--- config.mk ---
export PLATFORM = sky130hd
export DESIGN_NAME = fir_stream_bridge_flat
export DESIGN_NICKNAME = d
export VERILOG_FILES = /design/src/rtl/fir_stream_bridge_if.sv /design/src/rtl/fir_stream_bridge.sv /design/src/flat_wrapper.sv
export SDC_FILE = /design/constraint.sdc
export NUM_CORES = 1
export LEC_CHECK = 0
export BUFFER_PORTS_ARGS = -buffer_cell sky130_fd_sc_hd__buf_2
export CORE_ASPECT_RATIO = 0.75
export CORE_MARGIN = 8
export CORE_UTILIZATION = 53
export DETAILED_ROUTE_END_ITERATION = 8
export GPL_TIMING_DRIVEN = 1
export PLACE_DENSITY = 0.85
export SETUP_SLACK_MARGIN = 0.4
export SLEW_MARGIN = 25
export SYNTH_ARGS = -nofsm -noshare
export SYNTH_HDL_FRONTEND = slang
export SYNTH_SLANG_ARGS = --single-unit
export TNS_END_PERCENT = 100
--- constraint.sdc ---
create_clock -name wb_clk_i -period 7.75 [get_ports wb_clk_i]
set_input_delay 1.55 -clock wb_clk_i [delete_from_list [all_inputs] [get_ports wb_clk_i]]
set_output_delay 1.55 -clock wb_clk_i [all_outputs]
set_load 0.02 [all_outputs]
--- src/rtl/fir_stream_bridge_if.sv ---
// Stream and Wishbone-master signal bundle for fir_stream_bridge.
// master: the bridge's view (drives s_ready_o, m_*_o and wbm_*_o).
// slave:  the environment's view (the sample source, the result sink and the FIR bus slave).
interface fir_stream_bridge_if;
  logic        s_valid_i;
  logic [31:0] s_data_i;
  logic        s_ready_o;
  logic        m_valid_o;
  logic [31:0] m_data_o;
  logic        m_ready_i;
  logic        wbm_cyc_o;
  logic        wbm_stb_o;
  logic        wbm_we_o;
  logic [3:0]  wbm_sel_o;
  logic [31:0] wbm_adr_o;
  logic [31:0] wbm_dat_o;
  logic [31:0] wbm_dat_i;
  logic        wbm_ack_i;

  modport master (
    input  s_valid_i, s_data_i, m_ready_i, wbm_dat_i, wbm_ack_i,
    output s_ready_o, m_valid_o, m_data_o,
    output wbm_cyc_o, wbm_stb_o, wbm_we_o, wbm_sel_o, wbm_adr_o, wbm_dat_o
  );

  modport slave (
    output s_valid_i, s_data_i, m_ready_i, wbm_dat_i, wbm_ack_i,
    input  s_ready_o, m_valid_o, m_data_o,
    input  wbm_cyc_o, wbm_stb_o, wbm_we_o, wbm_sel_o, wbm_adr_o, wbm_dat_o
  );
endinterface

--- src/rtl/fir_stream_bridge.sv ---
// fir_stream_bridge: moves samples from a valid/ready stream into a Wishbone FIR
// peripheral and, on its interrupt, reads the status/result registers back out
// onto a second valid/ready stream. Bus cycles are classic single transfers with
// an ack timeout that sets a sticky error flag.
// Optional feature: define FIR_BRIDGE_SKID_EN for a two-entry input FIFO so
// samples keep flowing while a bus cycle is in progress.
module fir_stream_bridge #(
  parameter logic [31:0] DIN_ADDR    = 32'h3000_0010,
  parameter logic [31:0] STATUS_ADDR = 32'h3000_0008,
  parameter logic [31:0] DOUT_ADDR   = 32'h3000_0014,
  parameter int          OUT_RDY_BIT = 1,
  parameter int          TIMEOUT     = 255
) (
  input  logic                wb_clk_i,
  input  logic                wb_rst_i,
  input  logic                irq_i,
  output logic                err_o,
  fir_stream_bridge_if.master bus
);

  localparam int          DATA_W  = 32;
  // Last counter value before the timeout fires: cyc stays high TIMEOUT cycles.
  localparam logic [7:0]  TO_LAST = 8'(TIMEOUT - 1);

  typedef enum logic [2:0] {IDLE, WR_DIN, RD_STAT, RD_DOUT, EMIT} state_t;

  state_t              state_q, state_d;
  logic                cyc_q, cyc_d;
  logic                we_q, we_d;
  logic [3:0]          sel_q, sel_d;
  logic [DATA_W-1:0]   adr_q, adr_d;
  logic [DATA_W-1:0]   dat_q, dat_d;
  logic [7:0]          cnt_q, cnt_d;
  logic                err_q, err_d;
  logic                m_valid_q, m_valid_d;
  logic [DATA_W-1:0]   m_data_q, m_data_d;
  logic                rdy_q, rdy_d;
  logic                b0_vld_q, b0_vld_d;
  logic [DATA_W-1:0]   b0_dat_q, b0_dat_d;
`ifdef FIR_BRIDGE_SKID_EN
  logic                b1_vld_q, b1_vld_d;
  logic [DATA_W-1:0]   b1_dat_q, b1_dat_d;
`endif

  logic push;
  logic pop;
  logic ack_s;
  logic tmo;

  assign push  = bus.s_valid_i && rdy_q;
  // An ack is only meaningful while a cycle is actually on the bus.
  assign ack_s = cyc_q && bus.wbm_ack_i;
  assign tmo   = cyc_q && !bus.wbm_ack_i && (cnt_q == TO_LAST);

  // Input buffer: head entry b0 is the sample being written to the FIR.
  always_comb begin
    b0_vld_d = b0_vld_q;
    b0_dat_d = b0_dat_q;
`ifdef FIR_BRIDGE_SKID_EN
    b1_vld_d = b1_vld_q;
    b1_dat_d = b1_dat_q;
    if (pop) begin
      b0_vld_d = b1_vld_q;
      b0_dat_d = b1_dat_q;
      b1_vld_d = 1'b0;
    end
    if (push) begin
      if (!b0_vld_d) begin
        b0_vld_d = 1'b1;
        b0_dat_d = bus.s_data_i;
      end else begin
        b1_vld_d = 1'b1;
        b1_dat_d = bus.s_data_i;
      end
    end
    rdy_d = !(b0_vld_d && b1_vld_d);
`else
    if (pop) b0_vld_d = 1'b0;
    if (push) begin
      b0_vld_d = 1'b1;
      b0_dat_d = bus.s_data_i;
    end
    rdy_d = !b0_vld_d;
`endif
  end

  // Next-state logic, result capture and sticky timeout error.
  always_comb begin
    state_d   = state_q;
    err_d     = err_q;
    m_valid_d = m_valid_q;
    m_data_d  = m_data_q;
    pop       = 1'b0;
    case (state_q)
      IDLE: begin
        // Interrupt service wins over a pending sample; a sample arriving this
        // cycle counts as present so the write starts without an extra cycle.
        if (irq_i && !m_valid_q)      state_d = RD_STAT;
        else if (b0_vld_q || push)    state_d = WR_DIN;
      end
      WR_DIN: begin
        if (ack_s || tmo) begin
          pop     = 1'b1;
          state_d = IDLE;
          if (tmo) err_d = 1'b1;
        end
      end
      RD_STAT: begin
        if (ack_s) begin
          state_d = bus.wbm_dat_i[OUT_RDY_BIT] ? RD_DOUT : IDLE;
        end else if (tmo) begin
          err_d   = 1'b1;
          state_d = IDLE;
        end
      end
      RD_DOUT: begin
        if (ack_s) begin
          m_data_d  = bus.wbm_dat_i;
          m_valid_d = 1'b1;
          state_d   = EMIT;
        end else if (tmo) begin
          err_d   = 1'b1;
          state_d = IDLE;
        end
      end
      EMIT: begin
        if (bus.m_ready_i) begin
          m_valid_d = 1'b0;
          state_d   = IDLE;
        end
      end
      default: state_d = IDLE;
    endcase
  end

  // Bus request: raised only once a bus state has been held for a cycle, so cyc
  // starts the cycle after entry and every transfer is followed by an idle cycle.
  always_comb begin
    cyc_d = 1'b0;
    we_d  = 1'b0;
    sel_d = 4'h0;
    adr_d = '0;
    dat_d = '0;
    if (state_d != state_q) cnt_d = 8'd0;
    else if (cyc_q)         cnt_d = cnt_q + 8'd1;
    else                    cnt_d = cnt_q;
    if (state_d == state_q) begin
      case (state_q)
        WR_DIN: begin
          cyc_d = 1'b1;
          we_d  = 1'b1;
          sel_d = 4'hF;
          adr_d = DIN_ADDR;
          dat_d = b0_dat_q;
        end
        RD_STAT: begin
          cyc_d = 1'b1;
          sel_d = 4'hF;
          adr_d = STATUS_ADDR;
        end
        RD_DOUT: begin
          cyc_d = 1'b1;
          sel_d = 4'hF;
          adr_d = DOUT_ADDR;
        end
        default: cyc_d = 1'b0;
      endcase
    end
  end

  // FSM, bus request and output stream registers.
  always_ff @(posedge wb_clk_i or posedge wb_rst_i) begin
    if (wb_rst_i) begin
      state_q   <= IDLE;
      cyc_q     <= 1'b0;
      we_q      <= 1'b0;
      sel_q     <= 4'h0;
      adr_q     <= '0;
      dat_q     <= '0;
      cnt_q     <= 8'd0;
      err_q     <= 1'b0;
      m_valid_q <= 1'b0;
      m_data_q  <= '0;
      rdy_q     <= 1'b0;
    end else begin
      state_q   <= state_d;
      cyc_q     <= cyc_d;
      we_q      <= we_d;
      sel_q     <= sel_d;
      adr_q     <= adr_d;
      dat_q     <= dat_d;
      cnt_q     <= cnt_d;
      err_q     <= err_d;
      m_valid_q <= m_valid_d;
      m_data_q  <= m_data_d;
      rdy_q     <= rdy_d;
    end
  end

  // Input buffer registers.
  always_ff @(posedge wb_clk_i or posedge wb_rst_i) begin
    if (wb_rst_i) begin
      b0_vld_q <= 1'b0;
      b0_dat_q <= '0;
`ifdef FIR_BRIDGE_SKID_EN
      b1_vld_q <= 1'b0;
      b1_dat_q <= '0;
`endif
    end else begin
      b0_vld_q <= b0_vld_d;
      b0_dat_q <= b0_dat_d;
`ifdef FIR_BRIDGE_SKID_EN
      b1_vld_q <= b1_vld_d;
      b1_dat_q <= b1_dat_d;
`endif
    end
  end

  assign bus.s_ready_o = rdy_q;
  assign bus.m_valid_o = m_valid_q;
  assign bus.m_data_o  = m_data_q;
  assign bus.wbm_cyc_o = cyc_q;
  assign bus.wbm_stb_o = cyc_q;
  assign bus.wbm_we_o  = we_q;
  assign bus.wbm_sel_o = sel_q;
  assign bus.wbm_adr_o = adr_q;
  assign bus.wbm_dat_o = dat_q;
  assign err_o         = err_q;

endmodule

--- src/flat_wrapper.sv ---
// flat-port wrapper written by rule: the top's interface ports become plain ports
module fir_stream_bridge_flat 
#(
  parameter logic [31:0] DIN_ADDR    = 32'h3000_0010,
  parameter logic [31:0] STATUS_ADDR = 32'h3000_0008,
  parameter logic [31:0] DOUT_ADDR   = 32'h3000_0014,
  parameter int          OUT_RDY_BIT = 1,
  parameter int          TIMEOUT     = 255
)
  (wb_clk_i, wb_rst_i, irq_i, err_o, bus_s_valid_i, bus_s_data_i, bus_m_ready_i, bus_wbm_dat_i, bus_wbm_ack_i, bus_s_ready_o, bus_m_valid_o, bus_m_data_o, bus_wbm_cyc_o, bus_wbm_stb_o, bus_wbm_we_o, bus_wbm_sel_o, bus_wbm_adr_o, bus_wbm_dat_o);
  fir_stream_bridge_if bus_i ();
  input  logic wb_clk_i;
  input  logic wb_rst_i;
  input  logic irq_i;
  output logic err_o;
  input wire logic [$bits(bus_i.s_valid_i)-1:0] bus_s_valid_i;
  input wire logic [$bits(bus_i.s_data_i)-1:0] bus_s_data_i;
  input wire logic [$bits(bus_i.m_ready_i)-1:0] bus_m_ready_i;
  input wire logic [$bits(bus_i.wbm_dat_i)-1:0] bus_wbm_dat_i;
  input wire logic [$bits(bus_i.wbm_ack_i)-1:0] bus_wbm_ack_i;
  output wire logic [$bits(bus_i.s_ready_o)-1:0] bus_s_ready_o;
  output wire logic [$bits(bus_i.m_valid_o)-1:0] bus_m_valid_o;
  output wire logic [$bits(bus_i.m_data_o)-1:0] bus_m_data_o;
  output wire logic [$bits(bus_i.wbm_cyc_o)-1:0] bus_wbm_cyc_o;
  output wire logic [$bits(bus_i.wbm_stb_o)-1:0] bus_wbm_stb_o;
  output wire logic [$bits(bus_i.wbm_we_o)-1:0] bus_wbm_we_o;
  output wire logic [$bits(bus_i.wbm_sel_o)-1:0] bus_wbm_sel_o;
  output wire logic [$bits(bus_i.wbm_adr_o)-1:0] bus_wbm_adr_o;
  output wire logic [$bits(bus_i.wbm_dat_o)-1:0] bus_wbm_dat_o;
  assign bus_i.s_valid_i = bus_s_valid_i;
  assign bus_i.s_data_i = bus_s_data_i;
  assign bus_i.m_ready_i = bus_m_ready_i;
  assign bus_i.wbm_dat_i = bus_wbm_dat_i;
  assign bus_i.wbm_ack_i = bus_wbm_ack_i;
  assign bus_s_ready_o = bus_i.s_ready_o;
  assign bus_m_valid_o = bus_i.m_valid_o;
  assign bus_m_data_o = bus_i.m_data_o;
  assign bus_wbm_cyc_o = bus_i.wbm_cyc_o;
  assign bus_wbm_stb_o = bus_i.wbm_stb_o;
  assign bus_wbm_we_o = bus_i.wbm_we_o;
  assign bus_wbm_sel_o = bus_i.wbm_sel_o;
  assign bus_wbm_adr_o = bus_i.wbm_adr_o;
  assign bus_wbm_dat_o = bus_i.wbm_dat_o;
  fir_stream_bridge #(.DIN_ADDR(DIN_ADDR), .STATUS_ADDR(STATUS_ADDR), .DOUT_ADDR(DOUT_ADDR), .OUT_RDY_BIT(OUT_RDY_BIT), .TIMEOUT(TIMEOUT)) u_core (.wb_clk_i(wb_clk_i), .wb_rst_i(wb_rst_i), .irq_i(irq_i), .err_o(err_o), .bus(bus_i));
endmodule
* Word level (Yosys, flattened, before mapping)
Index checks and enable logic that the tools add are counted.
** Word-level totals
- Memory bits (writable) :: 0
- Bits in read-only memories :: 0
- Latch bits :: 0
- Flip-flop bits (word level) :: 149
- Memories :: 0
** Cells by class
- Multiplexer cells :: 32
- Reductions and logical operators :: 19
- Shift-type cells :: 0
- Eq/ne operators :: 11
- $lt $le $gt $ge :: 0
- Multiply operators :: 0
- Add/subtract/negate cells :: 1
- Divide/modulo/power cells :: 0
- Bitwise operators :: 0
** Operator list (count)
- 2-to-1 mux 32 bit :: 3
- one-hot mux 30 bit (3 select lines) :: 1
- 2-to-1 mux 3 bit :: 7
- 2-to-1 mux 8 bit :: 2
- one-hot mux 3 bit (5 select lines) :: 1
- 2-to-1 mux 1 bit :: 13
- adder 8 x 1 -> 8 bit (second input constant) :: 1
- equality test 8 bit (second input constant) :: 1
- 2-to-1 mux 4 bit :: 2
- equality test 3 x 2 -> 1 bit (second input constant) :: 2
- AND reduction 3 bit :: 2
- nonzero test 2 bit :: 3
- logical AND 1 bit :: 5
- inequality test 2 x 1 -> 1 bit (second input constant) :: 2
- inequality test 2 bit (second input constant) :: 2
- one-hot mux 1 bit (2 select lines) :: 2
- equality test 3 x 1 -> 1 bit (second input constant) :: 1
- equality test 3 bit :: 1
- equality test 3 bit (second input constant) :: 1
- zero test 1 bit :: 3
- zero test 3 bit :: 1
- inequality test 3 bit :: 1
- OR reduction 3 bit :: 1
- logical OR 1 bit :: 2
- 3 further kinds :: 3

* Longest topological paths before layout
- Depth after elaboration :: 9
- Mapped depth :: 6
- Gate-level depth less buffers :: 6

* Least setup slack after synthesis
No wires, ideal clock.
- Path type :: input port to flip-flop
- Start point :: in irq_i
- End point :: reg u_core.cnt_q[0]
- Required time :: 7.654 ns
- Data arrival time :: 2.432 ns
- Slack :: 5.222 ns
- Cell stages on the path :: 4
- Path through :: nor2b_1 -> nor4_1 -> o32a_4 -> nor4_2
** On the way
- Longest elaborated chain between the ends :: 5
- Elaborated cells between the ends (all ways) :: 6
- Those cells by class :: eq/ne: 1; mux: 3; reduce/logical: 2
** Ends and longest elaborated chain
- start, declared :: RTL line flat_wrapper.sv:14 : input logic irq_i;
- logical AND 1 bit (*) :: RTL line fir_stream_bridge.sv:98 : if (irq_i && !m_valid_q) state_d = RD_STAT;
- 2-to-1 mux 3 bit (*) :: RTL line fir_stream_bridge.sv:98
- one-hot mux 3 bit (5 select lines) (*) :: RTL line fir_stream_bridge.sv:94 : case (state_q)
- inequality test 3 bit (*) :: RTL line fir_stream_bridge.sv:144 : if (state_d != state_q) cnt_d = 8'd0;
- 2-to-1 mux 8 bit or nonzero test 2 bit (tied branches)
- end signal, assigned :: RTL line fir_stream_bridge.sv:192 : cnt_q <= cnt_d;
- end, declared :: RTL line fir_stream_bridge.sv:33 : logic [7:0] cnt_q, cnt_d;
Every way passes the cells marked *; elsewhere a longest branch is shown, timed or not.
A chain may end at the register's enable or synchronous reset.

* Final worst setup path
- Start point :: reg u_core.sel_q[2] (netlist: u_core.bus.wbm_sel_o[2])
- End point :: out bus_wbm_sel_o[2]
** RTL lines
- start, declared :: RTL line fir_stream_bridge.sv:30 : logic [3:0] sel_q, sel_d;
- start signal, assigned :: RTL line fir_stream_bridge.sv:189 : sel_q <= sel_d;
- end, declared :: RTL line flat_wrapper.sv:27 : output wire logic [$bits(bus_i.wbm_sel_o)-1:0] bus_wbm_sel_o;
No word-level cell between the ends.

==> tab_implementation.tex <==
\begin{tabular}{lr}
\hline
Metric & Value \\
\hline
\multicolumn{2}{l}{\textbf{Place}} \\
Final estimated routing congestion in global placement & 0.812 \\
Dpl hpwl & 7740 µm \\
Area after detailed placement & between 5000 and 6000 µm² \\
Setup Slack @ Placement & 4800 ps \\
Number of port buffers & between 100 and 150 \\
\multicolumn{2}{l}{\textbf{Global route}} \\
Via count of the first global-routing pass & 3,357 \\
Pin count of the biggest net entering global routing & 64 \\
Wire length of the first global-routing pass & 17,100 µm \\
Antenna violations before repair & 1 \\
Overflow after GRT & 0 \\
Overall routing resource usage & 17.9\% \\
\multicolumn{2}{l}{\textbf{Logic synthesis}} \\
Async SR Flop Fraction & between 90\% and 100\% \\
Proportion of synthesized chip area in sequential cells & 61.8\% \\
Dominant cell type by area after synthesis & sky130\_fd\_sc\_hd\_\_dfrtp\_1 \\
Post-Syn Instances & between 300 and 400 \\
Post-synth top cells & sky130\_fd\_sc\_hd\_\_dfrtp\_1 (117), sky130\_fd\_sc\_hd\_\_mux2\_2 (35), sky130\_fd\_sc\_hd\_\_buf\_4 (34), sky130\_fd\_sc\_hd\_\_and3\_1 (32), sky130\_fd\_sc\_hd\_\_mux2\_1 (29) \\
Fraction of post-synthesis cell area in the top cell type by area & 61.8\% \\
Number of flops mapped to enable cells by yosys & 0 \\
Most common flop cell mapped by yosys & sky130\_fd\_sc\_hd\_\_dfrtp\_1 \\
Library cell with the highest instance count after synthesis & sky130\_fd\_sc\_hd\_\_dfrtp\_1 \\
Top cells by area in the synthesized netlist & sky130\_fd\_sc\_hd\_\_dfrtp\_1 (62\%), sky130\_fd\_sc\_hd\_\_mux2\_2 (8.3\%), sky130\_fd\_sc\_hd\_\_mux2\_1 (6.9\%) \\
Mapped Area & 4740 µm² \\
Synth warnings & 0 \\
Flip-flop and latch count after synthesis & 117 \\
Mean instance size in the synthesized netlist & approximately 14 µm² \\
Number of unique standard cell types used by synthesis & 42 \\
\multicolumn{2}{l}{\textbf{Finish}} \\
Share of layout cells above drive strength 1 & 46.7\% \\
Number of antenna diodes & 0 \\
Final nets & 560 \\
Layout area overhead & 26.4\% \\
Summed area of non-filler cells in the final layout & between 5000 and 6000 µm² \\
Fill count & $\sim$640 \\
Final core occ & between 60\% and 70\% \\
\multicolumn{2}{l}{\textbf{Clocking}} \\
Post-CTS setup repair buffer count & 0 \\
CTS tree & built \\
Worst-path clk slew & 50 ps \\
Hold buffer count at cts & 0 \\
Num Clock Sinks & 117 \\
Maximum clock path buffer count & 2 \\
CTS root buffer & sky130\_fd\_sc\_hd\_\_clkbuf\_16 \\
TritonCTS Buffers & 17 \\
Number of gates given a new drive strength after cts & 0 \\
Worst-skew pair later-pin latency & 400 ps \\
H-tree levels & 4 \\
\multicolumn{2}{l}{\textbf{Critical path}} \\
Worst path slowest cell & sky130\_fd\_sc\_hd\_\_dfrtp\_1 \\
Arrival time at the worst endpoint & between 1000 and 1500 ps \\
Category of the most critical setup path & reg -> out \\
Family of cells with the greatest summed delay on the critical path & flip-flops \\
Crit path largest cell delay & 640 ps \\
Max FO, Critical Path & 16 \\
Critical path buffers and inverters & 1 \\
Setup crit start kind & register \\
Chain of cells forming the critical path & buf\_2 \\
Required time reported for the critical path endpoint & 6200 ps \\
Sort of element at the end of the critical path & primary output \\
\multicolumn{2}{l}{\textbf{Power}} \\
Cell area power density & 420 nW/µm² \\
Max rail drop VDD & 0.204 mV \\
Static leakage power & 3.17 nW \\
\multicolumn{2}{l}{\textbf{STA}} \\
Worst hold slack after final layout & $\sim$460 ps \\
Max Fclk & 350 MHz \\
Total Neg Setup Slack & 0 ps \\
Setup repair after global routing missed its margin & false \\
Post-route fraction of the period consumed by the critical path & between 30 and 40\% \\
Worst-case setup margin in the final layout & 4890 ps \\
Clock period minus worst slack & 2860 ps \\
Max Transition Viols Final & 0 \\
Total of endpoints with negative setup slack in the final report & 0 \\
Final hold violation count & 0 \\
Transition time at the pin with the least slew margin & 1050 ps \\
Slew HR & 30.1\% \\
Worst-case clock skew & 8.19 ps \\
\multicolumn{2}{l}{\textbf{Die}} \\
Count of standard-cell rows & 30 \\
Placeable core region & 8860 µm² \\
Initial Utilization & 53.5\% \\
Width of the chip & 125 µm \\
\# IOs & 176 \\
Height of the chip & 97.9 µm \\
Die Area & between 10,000 and 15,000 µm² \\
\multicolumn{2}{l}{\textbf{Hold path}} \\
Class of the tightest hold or removal check & reg -> reg \\
\multicolumn{2}{l}{\textbf{Route}} \\
Remaining DRCs & 0 \\
Antenna viol nets, final & 0 \\
Average vias per placed instance & $\sim$5.0 \\
Final wirelength & 10,800 µm \\
Post-detailed-route wirelength per cell & 17.5 µm \\
Via count & just over 3,000 \\
Violation count after the first detailed-routing iteration & 181 \\
Count of TritonRoute iterations in the first routing pass & 4 \\
\multicolumn{2}{l}{\textbf{Status}} \\
Outcome & finished clean \\
\multicolumn{2}{l}{\textbf{Run}} \\
Max-cap viol count & 0 \\
\hline
\end{tabular}
cell families (layout without fill, tap and decap cells):
family | after synthesis | in the layout | synth area share [%]
AOI/OAI and AO/OA | 16 | 16 | 2.83
xor gates and xnor gates | 7 | 7 | 1.29
muxes | 64 | 64 | 15.2
adders and majority gates | 2 | 2 | 0.528
and+or+nand+nor | 81 | 81 | 11.0
buffers and inverters | 53 | 187 | 7.31
DFF | 117 | 117 | 61.8
other | 1 | 27 | 0.0791
placed cells by master (no fill, tap or decap), types with 2 or more instances in the layout:
cell type | netlist | routed
sky130_fd_sc_hd__nor3_1 | 6 | 6
sky130_fd_sc_hd__xor2_1 | 3 | 3
sky130_fd_sc_hd__ha_1 | 2 | 2
sky130_fd_sc_hd__nand2_1 | 9 | 9
sky130_fd_sc_hd__nand4_1 | 4 | 4
sky130_fd_sc_hd__nand3_1 | 2 | 2
sky130_fd_sc_hd__nor4_1 | 2 | 2
sky130_fd_sc_hd__buf_2 | 6 | 148
sky130_fd_sc_hd__nor4_2 | 8 | 8
sky130_fd_sc_hd__nand2b_1 | 2 | 2
sky130_fd_sc_hd__mux2_1 | 29 | 29
sky130_fd_sc_hd__inv_1 | 3 | 2
sky130_fd_sc_hd__mux2_2 | 35 | 35
sky130_fd_sc_hd__xnor2_1 | 4 | 4
sky130_fd_sc_hd__dfrtp_1 | 117 | 117
sky130_fd_sc_hd__a21oi_1 | 3 | 3
sky130_fd_sc_hd__clkbuf_16 | 0 | 17
sky130_fd_sc_hd__buf_4 | 34 | 3
sky130_fd_sc_hd__clkinv_2 | 0 | 3
sky130_fd_sc_hd__inv_6 | 1 | 3
sky130_fd_sc_hd__o21ai_0 | 4 | 4
sky130_fd_sc_hd__clkbuf_8 | 0 | 3
sky130_fd_sc_hd__conb_1 | 1 | 27
sky130_fd_sc_hd__and3_1 | 32 | 32
sky130_fd_sc_hd__clkinvlp_4 | 0 | 5
sky130_fd_sc_hd__nor2_1 | 8 | 7
cell type report:
| cell class | instances | area [µm²] | share of cell area (%) |
|---|---|---|---|
| clock inverters | 11 | 100 | 1.67 |
| multi-input cells | 197 | 1560 | 26.1 |
| flip-flops and latches | 117 | 2930 | 48.9 |
| inverters | 4 | 22.5 | 0.376 |
| repair buffers | 151 | 763 | 12.7 |
| clock buffers | 21 | 470 | 7.86 |
| well taps | 112 | 140 | 2.34 |
state kept, by name (all words and copies together) (netlist names):
register              count
u_core.state_q            3
u_core.bus.wbm_adr_o      4
u_core.b0_dat_q          32
u_core.bus.wbm_dat_o     32
u_core.bus.m_valid_o      1
u_core.bus.s_ready_o      1
u_core.err_o              1
u_core.bus.wbm_sel_o      1
u_core.bus.m_data_o      32
u_core.bus.wbm_we_o       1
u_core.b0_vld_q           1
u_core.cnt_q              8
stage by stage:
stage                     total power, mW  std cells
final                                2.51        613
after global routing                 2.64        613
after CTS                            2.53        613
after detailed placement             1.79        581
after global placement               1.75        581
after floorplan                      1.54        367
final timing paths:
| path | from | endpoint | slack, ps | depth (start not counted) |
|---|---|---|---|---|
| max in group asynchronous | wb_rst_i | u_core.bus.m_data_o[3] | 5280 | 3 |
| worst max register to register | u_core.state_q[2] | u_core.b0_vld_q | 5540 | 4 |
| worst max-delay path | u_core.bus.wbm_sel_o[2] | bus_wbm_sel_o[2] | 4890 | 1 |
| worst min-delay path | u_core.err_o | u_core.err_o | 460 | 1 |
| worst min register to register | u_core.err_o | u_core.err_o | 460 | 1 |
| min in group asynchronous | wb_rst_i | u_core.bus.m_data_o[13] | 1250 | 2 |
per-layer routing:
metal / global-route usage (%) / vias to the layer above / wire length [µm]
met5: 0 / - / 8
met4: 7.37 / 2 / 130
met3: 8.49 / 15 / 1040
met2: 29.8 / 139 / 5250
met1: 19.4 / 1491 / 4320
li1: - / 1431 / -
report_power, final:
| part | total (mW) | internal (mW) | switching (mW) |
|---|---|---|---|
| Sequential | 0.984 | 0.855 | 0.130 |
| Clock | 0.735 | 0.466 | 0.269 |
| Combinational | 0.793 | 0.320 | 0.473 |
(Power assumes the default switching activity.)
